File: src/rtl/wb_rf_wport_arbiter.sv
// wb_rf_wport_arbiter: schedules in-order writeback lanes and buffered
// long-latency results onto the register-file write ports.
// Optional performance counters are enabled with WPORT_ARB_PERF_CNT_EN.
module wb_rf_wport_arbiter #(
    parameter int unsigned ISSUE_WIDTH  = 2,
    parameter int unsigned WPORTS       = 2,
    parameter int unsigned LATE_DEPTH   = 2,
    parameter int unsigned STARVE_LIMIT = 4
) (
    input  logic                      clk,
    input  logic                      rst,
    input  logic [ISSUE_WIDTH-1:0]    wb_we_i,
    input  logic [ISSUE_WIDTH*5-1:0]  wb_waddr_i,
    input  logic [ISSUE_WIDTH*32-1:0] wb_wdata_i,
    input  logic                      late_valid_i,
    output logic                      late_ready_o,
    input  logic [4:0]                late_waddr_i,
    input  logic [31:0]               late_wdata_i,
    output logic [WPORTS-1:0]         rf_we_o,
    output logic [WPORTS*5-1:0]       rf_waddr_o,
    output logic [WPORTS*32-1:0]      rf_wdata_o,
    output logic                      pause_req_o,
    output logic                      busy_o
`ifdef WPORT_ARB_PERF_CNT_EN
   ,output logic [31:0]               perf_pause_cycles_o,
    output logic [31:0]               perf_late_writes_o
`endif
);

    localparam int unsigned PW = (LATE_DEPTH > 1) ? $clog2(LATE_DEPTH) : 1;
    localparam int unsigned CW = PW + 1;
    localparam int unsigned SW = $clog2(STARVE_LIMIT + 1);

    typedef enum logic {ST_RUN, ST_PAUSE} state_e;

    state_e                  state_q, state_d;
    logic [SW-1:0]           starve_q, starve_d;
    logic [4:0]              fifo_addr_q [LATE_DEPTH];
    logic [4:0]              fifo_addr_d [LATE_DEPTH];
    logic [31:0]             fifo_data_q [LATE_DEPTH];
    logic [31:0]             fifo_data_d [LATE_DEPTH];
    logic [PW-1:0]           head_q, head_d, tail_q, tail_d;
    logic [CW-1:0]           count_q, count_d;
    logic [WPORTS-1:0]       rf_we_q, rf_we_d;
    logic [WPORTS*5-1:0]     rf_waddr_q, rf_waddr_d;
    logic [WPORTS*32-1:0]    rf_wdata_q, rf_wdata_d;
    logic [ISSUE_WIDTH-1:0]  lane_valid;
    logic [CW-1:0]           n_pop;
    logic                    push;
`ifdef WPORT_ARB_PERF_CNT_EN
    logic [CW-1:0]           n_late_wr;
    logic [31:0]             perf_pause_q, perf_pause_d;
    logic [31:0]             perf_late_q, perf_late_d;
    logic [32:0]             perf_late_sum;
`endif

    assign late_ready_o = (count_q < CW'(LATE_DEPTH));
    assign busy_o       = (count_q != '0);
    assign pause_req_o  = (state_q == ST_PAUSE);
    assign rf_we_o      = rf_we_q;
    assign rf_waddr_o   = rf_waddr_q;
    assign rf_wdata_o   = rf_wdata_q;

    // Port allocation: valid lanes first in lane order, then FIFO head entries.
    // Port p takes the p-th valid lane; ports past the lanes take entry (p - n_lane).
    always_comb begin
        int unsigned n_lane;
        int unsigned seen;
        logic [PW-1:0] idx;
        logic hit;
        n_lane     = 0;
        seen       = 0;
        idx        = '0;
        hit        = 1'b0;
        lane_valid = '0;
        rf_we_d    = '0;
        rf_waddr_d = rf_waddr_q;
        rf_wdata_d = rf_wdata_q;
        n_pop      = '0;
`ifdef WPORT_ARB_PERF_CNT_EN
        n_late_wr  = '0;
`endif
        for (int unsigned i = 0; i < ISSUE_WIDTH; i++) begin
            lane_valid[i] = wb_we_i[i] && (wb_waddr_i[i*5 +: 5] != 5'd0) && (state_q == ST_RUN);
            if (lane_valid[i]) n_lane = n_lane + 1;
        end
        for (int unsigned p = 0; p < WPORTS; p++) begin
            seen = 0;
            for (int unsigned i = 0; i < ISSUE_WIDTH; i++) begin
                if (lane_valid[i]) begin
                    if (seen == p) begin
                        rf_we_d[p]            = 1'b1;
                        rf_waddr_d[p*5 +: 5]  = wb_waddr_i[i*5 +: 5];
                        rf_wdata_d[p*32 +: 32] = wb_wdata_i[i*32 +: 32];
                    end
                    seen = seen + 1;
                end
            end
            if ((p >= n_lane) && ((p - n_lane) < 32'(count_q))) begin
                idx = head_q + PW'(p - n_lane);
                hit = 1'b0;
                // A same-cycle lane write to the same register is younger: drop the entry.
                for (int unsigned i = 0; i < ISSUE_WIDTH; i++) begin
                    if (lane_valid[i] && (wb_waddr_i[i*5 +: 5] == fifo_addr_q[idx])) hit = 1'b1;
                end
                if (!hit) begin
                    rf_we_d[p]             = 1'b1;
                    rf_waddr_d[p*5 +: 5]   = fifo_addr_q[idx];
                    rf_wdata_d[p*32 +: 32] = fifo_data_q[idx];
`ifdef WPORT_ARB_PERF_CNT_EN
                    n_late_wr = n_late_wr + CW'(1);
`endif
                end
                n_pop = n_pop + CW'(1);
            end
        end
    end

    // FIFO bookkeeping, starvation counter and pause state next-values.
    always_comb begin
        push        = late_valid_i && late_ready_o && (late_waddr_i != 5'd0);
        fifo_addr_d = fifo_addr_q;
        fifo_data_d = fifo_data_q;
        if (push) begin
            fifo_addr_d[tail_q] = late_waddr_i;
            fifo_data_d[tail_q] = late_wdata_i;
        end
        tail_d   = push ? (tail_q + PW'(1)) : tail_q;
        head_d   = head_q + n_pop[PW-1:0];
        count_d  = count_q + CW'(push) - n_pop;
        state_d  = state_q;
        starve_d = starve_q;
        case (state_q)
            ST_RUN: begin
                if (starve_q >= SW'(STARVE_LIMIT)) begin
                    state_d  = ST_PAUSE;
                    starve_d = '0;
                end else if ((count_q == '0) || (n_pop != '0)) begin
                    starve_d = '0;
                end else begin
                    starve_d = starve_q + SW'(1);
                end
            end
            ST_PAUSE: begin
                starve_d = '0;
                if (count_q == '0) state_d = ST_RUN;
            end
            default: state_d = ST_RUN;
        endcase
    end

    // State and output registers.
    always_ff @(posedge clk) begin
        fifo_addr_q <= fifo_addr_d;
        fifo_data_q <= fifo_data_d;
        if (rst) begin
            state_q    <= ST_RUN;
            starve_q   <= '0;
            head_q     <= '0;
            tail_q     <= '0;
            count_q    <= '0;
            rf_we_q    <= '0;
            rf_waddr_q <= '0;
            rf_wdata_q <= '0;
        end else begin
            state_q    <= state_d;
            starve_q   <= starve_d;
            head_q     <= head_d;
            tail_q     <= tail_d;
            count_q    <= count_d;
            rf_we_q    <= rf_we_d;
            rf_waddr_q <= rf_waddr_d;
            rf_wdata_q <= rf_wdata_d;
        end
    end

`ifdef WPORT_ARB_PERF_CNT_EN
    // Saturating performance counter next-values.
    always_comb begin
        perf_pause_d  = ((state_q == ST_PAUSE) && (perf_pause_q != '1)) ? perf_pause_q + 32'd1 : perf_pause_q;
        perf_late_sum = {1'b0, perf_late_q} + 33'(n_late_wr);
        perf_late_d   = perf_late_sum[32] ? '1 : perf_late_sum[31:0];
    end

    // Performance counter registers.
    always_ff @(posedge clk) begin
        if (rst) begin
            perf_pause_q <= '0;
            perf_late_q  <= '0;
        end else begin
            perf_pause_q <= perf_pause_d;
            perf_late_q  <= perf_late_d;
        end
    end

    assign perf_pause_cycles_o = perf_pause_q;
    assign perf_late_writes_o  = perf_late_q;
`endif

endmodule

File: config.mk
export PLATFORM = sky130hd
export DESIGN_NAME = wb_rf_wport_arbiter
export DESIGN_NICKNAME = d
export VERILOG_FILES = /design/src/rtl/wb_rf_wport_arbiter.sv
export SDC_FILE = /design/constraint.sdc
export NUM_CORES = 1
export LEC_CHECK = 0
export ABC_AREA = 1
export CAP_MARGIN = 20
export CORE_MARGIN = 2
export CORE_UTILIZATION = 25
export CTS_CLUSTER_SIZE = 24
export DETAILED_ROUTE_END_ITERATION = 8
export PLACE_DENSITY_LB_ADDON = 0.3
export SLEW_MARGIN = 20
export SYNTH_ARGS = -nofsm -noshare
export SYNTH_HDL_FRONTEND = slang
export SYNTH_SLANG_ARGS = --single-unit
File: constraint.sdc
create_clock -name clk -period 3.8 [get_ports clk]
set_input_delay 0.38 -clock clk [delete_from_list [all_inputs] [get_ports clk]]
set_output_delay 0.38 -clock clk [all_outputs]
set_load 0.02 [all_outputs]
# After elaboration in Yosys (flattened, before gate mapping)
# Index checks and enable logic that the tools add are counted.
# op_classes
add_sub_neg,11
magnitude_cmp,10
eq_ne,5
n_mux,61
bitwise_logic,4
reduce_logical,21
# ops
cell,count
$mux W32,17
$mux W5,16
$bwmux W64,1
$ge A1 B32 Y1 const A,2
$lt A32 B2 Y1,2
$sub A1 B32 Y32 const A,2
$add A32 B1 Y32 const B,1
$demux W32 S1,1
$eq A32 B1 Y1 const B,1
$logic_not A32 Y1,1
$eq A5 B5 Y1,4
$mux W1,19
$reduce_bool A5 Y1,3
$logic_and A1 B1 Y1,13
$bwmux W10,1
$ge A2 B2 Y1 const B,3
$mux W3,2
$not A1 Y2,3
$pmux W3 S2,1
$demux W5 S1,1
$reduce_bool A2 Y1,2
$add A1 B1 Y1,3
$add A3 B1 Y3 const B,1
$ge A3 B3 Y1 const B,1
11 further kinds,11
# totals
register_bits,158
out_inout_bits,79

# Depth between registers and ports, before layout
# Gate-level depths: netlist of run 1.
# depth
ltp_word,19
mapped_depth,21
depth_no_buf,18

# Worst setup path after synthesis of run 1
# Ideal clock, no wire load.
# synth_timing
kind,reg2reg
startpoint,register state_q (netlist: pause_req_o)
endpoint,register count_q[1]
setup_time_ns,0.070
arrival_time_ns,3.177
required_time_ns,3.730
setup_slack_ns,0.553
stages_incl_launch_ff,18
cell_sequence,dfxtp_1 > nor2_1 > nand2_1 > clkbuf_1 > clkbuf_1 > ha_1 > inv_1 > ha_1 > o21ai_0 > nand2_1 > nor2_1 > ha_1 > ha_1 > inv_1 > ha_1 > xor2_1 > or2_2 > a21oi_1
# synth_between
elab_chain_len,12
# synth_rtl
element,line_no,text
from (decl),36,"state_e state_q, state_d;"
from (signal assigned),166,state_q <= state_d;
$not A1 Y1 *,--,
$logic_and A1 B1 Y1,84,lane_valid[i] = wb_we_i[i] && (wb_waddr_i[i*5 +: 5] != 5'd0) && (state_q == ST_RUN);
$mux W1,85,if (lane_valid[i]) n_lane = n_lane + 1;
$add A32 B1 Y32,--,
$mux W32 *,85,
$sub A1 B32 Y32,--,
$lt A32 B2 Y1,99,if ((p >= n_lane) && ((p - n_lane) < 32'(count_q))) begin
$logic_and A1 B1 Y1,99,
$mux W1,99,
$add A2 B1 Y2,114,n_pop = n_pop + CW'(1);
$mux W2 *,99,
$sub A2 B2 Y2 *,130,count_d = count_q + CW'(push) - n_pop;
to (signal assigned),170,count_q <= count_d;
to (decl),43,"logic [CW-1:0] count_q, count_d;"
# Mark *: on every way between the ends. The rest lies on a longest branch, timed or not.
# A chain may end at the register's enable or synchronous reset.

# Worst setup path after layout of run 1
# layout_timing
startpoint,input port wb_waddr_i[3]
endpoint,register rf_wdata_q[42] (netlist: rf_wdata_o[42])
# layout_between
elab_chain_len,19
# layout_rtl
element,line_no,text
from (decl),13,"input logic [ISSUE_WIDTH*5-1:0] wb_waddr_i,"
$reduce_bool A5 Y1,84,
$logic_and A1 B1 Y1 (2 in a row),84,
$mux W1,"85, 90",
$add A32 B1 Y32,--,
$mux W32,85,
$sub A1 B32 Y32,100,idx = head_q + PW'(p - n_lane);
$add A1 B1 Y1,100,
$not A1 Y2 (not written as such),"104, 109",
$mux W5 (not written as such) (3 in a row),104,if (lane_valid[i] && (wb_waddr_i[i*5 +: 5] == fifo_addr_q[idx])) hit = 1'b1;
$eq A5 B5 Y1,104,
$logic_and A1 B1 Y1,104,
$mux W1 (2 in a row),104,
$mux W1,99,
$mux W32,106,if (!hit) begin
$mux W32 *,99,
to (signal assigned),173,rf_wdata_q <= rf_wdata_d;
to (decl),46,"logic [WPORTS*32-1:0] rf_wdata_q, rf_wdata_d;"
# Mark *: on every way between the ends. The rest lies on a longest branch, timed or not. The select of a mux whose other input is x is not followed.

==> summary.md, run 1 <==
| Metric | Value |
|---|---|
| Status | `completed` |
| Nets | `1398` |
| Clock Sink Count | `roughly 160` |
| First-pass iteration count of the detailed router | `4` |
| Most common cell after layout, fill and taps aside | `nand2_1` |
| H-tree depth | `4` |
| Skew final | `11.54 ps` |
| Seq/Total Area, Yosys | `about half` |
| CTS root buf | `clkbuf_16` |
| Drt wl/cell | `between 15 and 20 um` |
| CP arrival | `3460 ps` |
| Starting density of the core | `approximately a quarter` |
| Final Hold Fails | `0` |
| Layout Area Growth over Synthesis | `37.82%` |
| Pin count of the biggest net entering global routing | `50` |
| Distinct cells, synth | `27` |
| Clock transition at path regs | `70 ps` |
| I/O Pins | `195` |
| Hold Crit Class | `reg2reg` |
| Avg Vias per Cell | `4.467` |
| Mapped Cells | `about 1100` |
| Critical R2R Launch | `pause_req_o` |
| Worst EP required | `roughly 4000 ps` |
| Power per standard cell area | `~580 nW/um2` |
| Slew headroom | `55.03%` |
| Yosys reg bits | `between 150 and 200` |
| Tmin final | `3158 ps` |
| Worst reg2reg path depth | `17` |
| Final Slew Violations | `0` |
| Share of cells above drive strength 1 | `about 5.6%` |
| Slew @ Worst Pin | `between 600 and 700 ps` |
| R2r setup slk | `830 ps` |
| Most frequent cells in the layout | `nand2_1, nor2_1, clkdlybuf4s50_1` |
| Finished Cell Area | `11170 um2` |
| Worst Hold End | `starve_q[0]` |
| Syn nets | `1220` |
| Die area | `approximately 34000 um2` |
| CTS tree | `done` |
| Final ANT Viol Nets | `0` |
| Area post-placement | `between 10000 and 15000 um2` |
| Max Root-Sink Buffers | `2` |
| Startpoint types | `primary input` |
| Top fanout value on the critical path | `35` |
| Final Routed Wirelength | `26040 um` |
| Global-route wire length before repair | `approximately 41000 um` |
| WHS | `roughly 450 ps` |
| Vias in the first global route | `7492` |
| Port Buffers | `194` |
| Final worst-path cycle share | `83.10%` |
| Overflow after GRT | `0` |
| P_leak | `around 4.9 nW` |
| Yosys warns | `0` |
| Setup TNS | `0 ps` |
| Cts hold-fix bufs | `0` |
| Total Routing Usage GR | `between 10% and 20%` |
| Post-CTS setup buffer count | `0` |
| Routability cong. | `0.8184` |
| Initial antenna violation count | `1` |
| Fill cells | `3331` |
| Hold Path Origin | `starve_q[0]` |
| Starting DRC count in detailed routing | `350` |
| Fmax | `0.3167 GHz` |
| Worst vdd ir | `0.0002928 V` |
| Avg Cell Area, Syn | `~7.4 um2` |
| Fin cells | `1688` |
| Post-cts resize count | `0` |
| Die span in x | `184.0 um` |
| Placed cell count | `approximately 1700` |
| Worst setup path category | `in2reg` |
| Hold path cells | `1` |
| Clock latency on the worst-skew pair | `420 ps` |
| Inserted Clock Buffers | `17` |
| Remaining DRCs | `0` |
| Hpwl dp | `roughly 18000 um` |
| Crit path capture type | `flip-flop` |
| Max-Cap Viols | `0` |
| Final setup fails | `0` |
| Via count | `about 7500` |
| RSZ-0062 raised after global routing | `no` |
| R2R Path End | `rf_wdata_o[42]` |
| Mapped cell area | `between 8000 and 9000 um2` |
| FP Rows | `65` |
| Die height | `roughly 180 um` |
| CORE AREA | `around 32000 um2` |
how the worst max path moves through the flow:
stage	slack (ps)	from	end
after CTS	680	wb_waddr_i[0]	rf_wdata_o[29]
after global routing	380	wb_waddr_i[3]	rf_wdata_o[29]
after detailed placement	230	wb_waddr_i[0]	rf_waddr_o[4]
after floorplan	550	pause_req_o	count_q[1]
after global placement	270	wb_waddr_i[0]	rf_wdata_o[44]
final	640	wb_waddr_i[3]	rf_wdata_o[42]
layout make-up:
class / count / area (um2) / area share [%]
diodes: 2 / 5.005 / 0.04482
clock buffers: 19 / 432.9 / 3.877
clock inverters: 13 / 155.1 / 1.390
inverters: 76 / 285.3 / 2.555
multi-input cells: 798 / 3643 / 32.63
flip-flops and latches: 158 / 3904 / 34.96
well taps: 402 / 503.0 / 4.505
repair buffers: 220 / 2237 / 20.04
worst max-delay path, stage by stage:
cell,delay (ps)
clkdlybuf4s50_1,510
nor2_1,140
nand3_1,110
nand2_2,110
inv_1,70
ha_1,330
inv_2,90
nand2_2,60
nand2_2,320
nand2_1,180
nand3_1,120
nand2_1,60
nor2_1,150
nand3_1,160
nand3_4,210
buf_12,230
nand2_1,70
nand2_1,60
nor2_1,40
cell usage after synthesis:
master	count	share of area [%]
inv_1	74	3.4
nand2_1	289	13
ha_1	11	1.7
xor2_1	1	0.11
o211ai_1	1	0.093
edfxtp_1	74	27
a21oi_1	4	0.25
buf_1	9	0.42
clkbuf_1	27	1.3
nand2_2	4	0.31
nand3_1	57	3.5
mux2i_1	32	4.0
nor2_2	1	0.077
buf_2	11	0.68
inv_2	2	0.093
xnor2_1	2	0.22
o22ai_1	1	0.077
or2_2	1	0.077
buf_4	9	0.83
nor3_1	1	0.062
a211oi_1	1	0.093
nand3_2	1	0.12
dfxtp_1	84	21
buf_6	5	0.69
nor2_1	246	11
o21ai_0	144	8.9
nand4_1	1	0.077
kinds of logic (layout without fill, tap and decap cells):
| logic type | count (synthesis) | after routing | synth area share, % |
|---|---|---|---|
| other | 0 | 2 | 0 |
| buffers and inverters | 137 | 328 | 7.398 |
| multiplexers | 32 | 32 | 3.954 |
| XOR/XNOR | 3 | 3 | 0.3244 |
| adder cells (fa/ha/maj) | 11 | 11 | 1.699 |
| AND/OR/NAND/NOR | 601 | 601 | 29.03 |
| AO/OA/AOI/OAI | 151 | 151 | 9.406 |
| flip-flops | 158 | 158 | 48.19 |
per-stage QoR:
step / total power, mW / utilization [%] / worst slack [ps]
after CTS: 6.598 / 35.19 / 678.7
final: 6.494 / 35.20 / 642.2
after global routing: 6.983 / 35.19 / 379.8
after floorplan: 3.801 / - / 553.0
after global placement: 4.766 / 33.33 / 268.7
after detailed placement: 4.795 / 33.33 / 227.1
power breakdown:
part           switching [mW]  internal (mW)
clock network           0.769          0.987
logic                    1.50          0.969
registers               0.167           2.11
flip-flops by register name, summed over array words and instances (netlist names):
name,flops
count_q,2
fifo_addr_q,10
fifo_data_q,64
head_q,1
pause_req_o,1
rf_waddr_o,10
rf_wdata_o,64
rf_we_o,2
starve_q,3
tail_q,1
layer usage:
layer / vias up / routed length, um / GRT usage [%]
li1: 3867 / - / -
met1: 3484 / 11860 / 19.35
met2: 174 / 12490 / 27.43
met3: 16 / 1429 / 4.120
met4: 0 / 257 / 3.392
met5: - / 0 / 0
No activity file was read; power rests on OpenSTA's default activity.
==> inputs of run 2 (changes only) <==
- clock period: 3.8 -> 3.1 ns (I/O delays scaled with it)
==> summary.md, run 2 (synthesis gave the netlist of run 1 again) <==
| Metric | Value |
|---|---|
| Status | `completed` |
| Routability cong. | `0.8371` |
| Most frequent cells in the layout | `nand2_1, nor2_1, clkdlybuf4s50_1` |
| Inserted Clock Buffers | `17` |
| Final setup margin | `191.5 ps` |
| CORE AREA | `~32000 um2` |
| Global-route wire length before repair | `approximately 40000 um` |
| Worst Setup EP | `count_q[1]` |
| Final ANT Viol Nets | `0` |
| Starting density of the core | `about a quarter` |
| Max-Cap Viols | `0` |
| Share of cells above drive strength 1 | `~7.6%` |
| Via count | `around 7600` |
| First-pass iteration count of the detailed router | `5` |
| Die area | `roughly 34000 um2` |
| CP arrival | `between 3000 and 4000 ps` |
| Top fanout value on the critical path | `4` |
| Avg Vias per Cell | `between 4 and 5` |
| Worst reg2reg path depth | `15` |
| Worst setup path category | `in2reg` |
| Finished Cell Area | `about 11000 um2` |
| Post-CTS setup buffer count | `0` |
| Total Routing Usage GR | `between 10% and 20%` |
| Crit path capture type | `flip-flop` |
| PnR Total Power | `8.022 mW` |
| Final setup fails | `0` |
| Die span in x | `184.0 um` |
| Power per standard cell area | `~700 nW/um2` |
| Hpwl dp | `17210 um` |
| R2R Path End | `count_q[1]` |
| Port Buffers | `just under 200` |
| RSZ-0062 raised after global routing | `no` |
| Area post-placement | `about 11000 um2` |
| Final Routed Wirelength | `roughly 26000 um` |
| WHS | `~450 ps` |
| Cts hold-fix bufs | `0` |
| Die height | `184.0 um` |
| Skew final | `roughly 26 ps` |
| P_leak | `5.003 nW` |
| CTS tree | `done` |
| Worst vdd ir | `roughly 0.00032 V` |
| Starting DRC count in detailed routing | `approximately 400` |
| Clock transition at path regs | `about 80 ps` |
| Final worst-path cycle share | `between 90% and 100%` |
| Drt wl/cell | `about 15 um` |
| Vias in the first global route | `approximately 7300` |
| Slew @ Worst Pin | `593.6 ps` |
| Startpoint types | `primary input` |
| Critical R2R Launch | `pause_req_o` |
| Setup TNS | `0 ps` |
| Post-cts resize count | `0` |
| Remaining DRCs | `0` |
| FP Rows | `65` |
| Nets | `1423` |
| Max Root-Sink Buffers | `2` |
| Place WS | `-193.4 ps` |
| I/O Pins | `between 150 and 200` |
| Final Hold Fails | `0` |
| R2r setup slk | `approximately 200 ps` |
| Slew headroom | `between 60% and 70%` |
| Pin count of the biggest net entering global routing | `between 70 and 80` |
| Clock latency on the worst-skew pair | `between 400 and 500 ps` |
| Most common cell after layout, fill and taps aside | `nand2_1` |
| Final Slew Violations | `0` |
| Hold Crit Class | `in2reg` |
| Critical path launch point | `wb_waddr_i[0]` |
| Overflow after GRT | `0` |
| H-tree depth | `4` |
| Tmin final | `2908 ps` |
| CTS root buf | `clkbuf_16` |
| Fmax | `~0.34 GHz` |
| Layout Area Growth over Synthesis | `40.51%` |
| Worst EP required | `around 3400 ps` |
| Initial antenna violation count | `3` |
| Clock Sink Count | `about 160` |
==> run 2: changes by cell type in the layout (fill, tap and decap cells not counted) <==
cell and delta:
inv_8 +2, bufinv_16 -2, clkbuf_1 -2, buf_12 +2
buf_4 +23, clkinv_4 +2, clkinv_8 +4, clkinv_2 +1
clkinvlp_4 -5
==> run 2: worst max-delay path: stages <==
cell	delay, ps
clkdlybuf4s50_1	420
nor2_1	160
nand3_1	100
nand2_2	100
inv_1	60
ha_1	200
ha_1	270
o21ai_0	80
nand3_1	100
inv_1	70
ha_1	320
ha_1	280
inv_1	40
ha_1	170
xor2_1	150
or2_2	270
a21oi_1	130
==> run 2: area by class of cell <==
class	instances	area [um2]
Inverter	76	285.3
Multi-Input combinational cell	798	3643
Tap cell	402	503.0
Antenna cell	2	5.005
Timing Repair Buffer	245	2450
Sequential cell	158	3904
Clock inverter	15	167.7
Fill cell	3280	20330
Clock buffer	17	425.4
==> run 2: where the power goes <==
group	internal (mW)	total (mW)	switching, mW
sequential	2.58	2.79	0.203
combinational	1.28	3.11	1.83
clock	1.09	2.12	1.04
total	4.95	8.02	3.07
==> run 2: worst min path at each step <==
| stage | endpoint | slack (ps) | cells after the start | from |
|---|---|---|---|---|
| floorplan | count_q[1] | 380 | 1 | rst |
| global placement | starve_q[0] | 430 | 1 | starve_q[0] |
| CTS | fifo_data_q[20] | 440 | 1 | late_wdata_i[20] |
| finish | fifo_data_q[51] | 450 | 1 | late_wdata_i[19] |
| global route | fifo_data_q[51] | 440 | 1 | late_wdata_i[19] |
| detailed placement | starve_q[0] | 440 | 1 | starve_q[0] |
==> run 2: metrics by stage <==
step / std cells / utilization (%)
CTS: 1711 / 35.87
global placement: 1679 / 34.00
global route: 1713 / 35.89
finish: 1713 / 35.89
floorplan: 1093 / -
detailed placement: 1679 / 34.00
==> run 2: routing by layer <==
metal | vias to the layer above | GRT usage [%] | wire length [um]
li1 | 3911 | - | -
met1 | 3483 | 19.23 | 11670
met2 | 181 | 26.76 | 12360
met3 | 17 | 3.189 | 1182
met4 | 2 | 4.352 | 391
met5 | - | 0 | 13
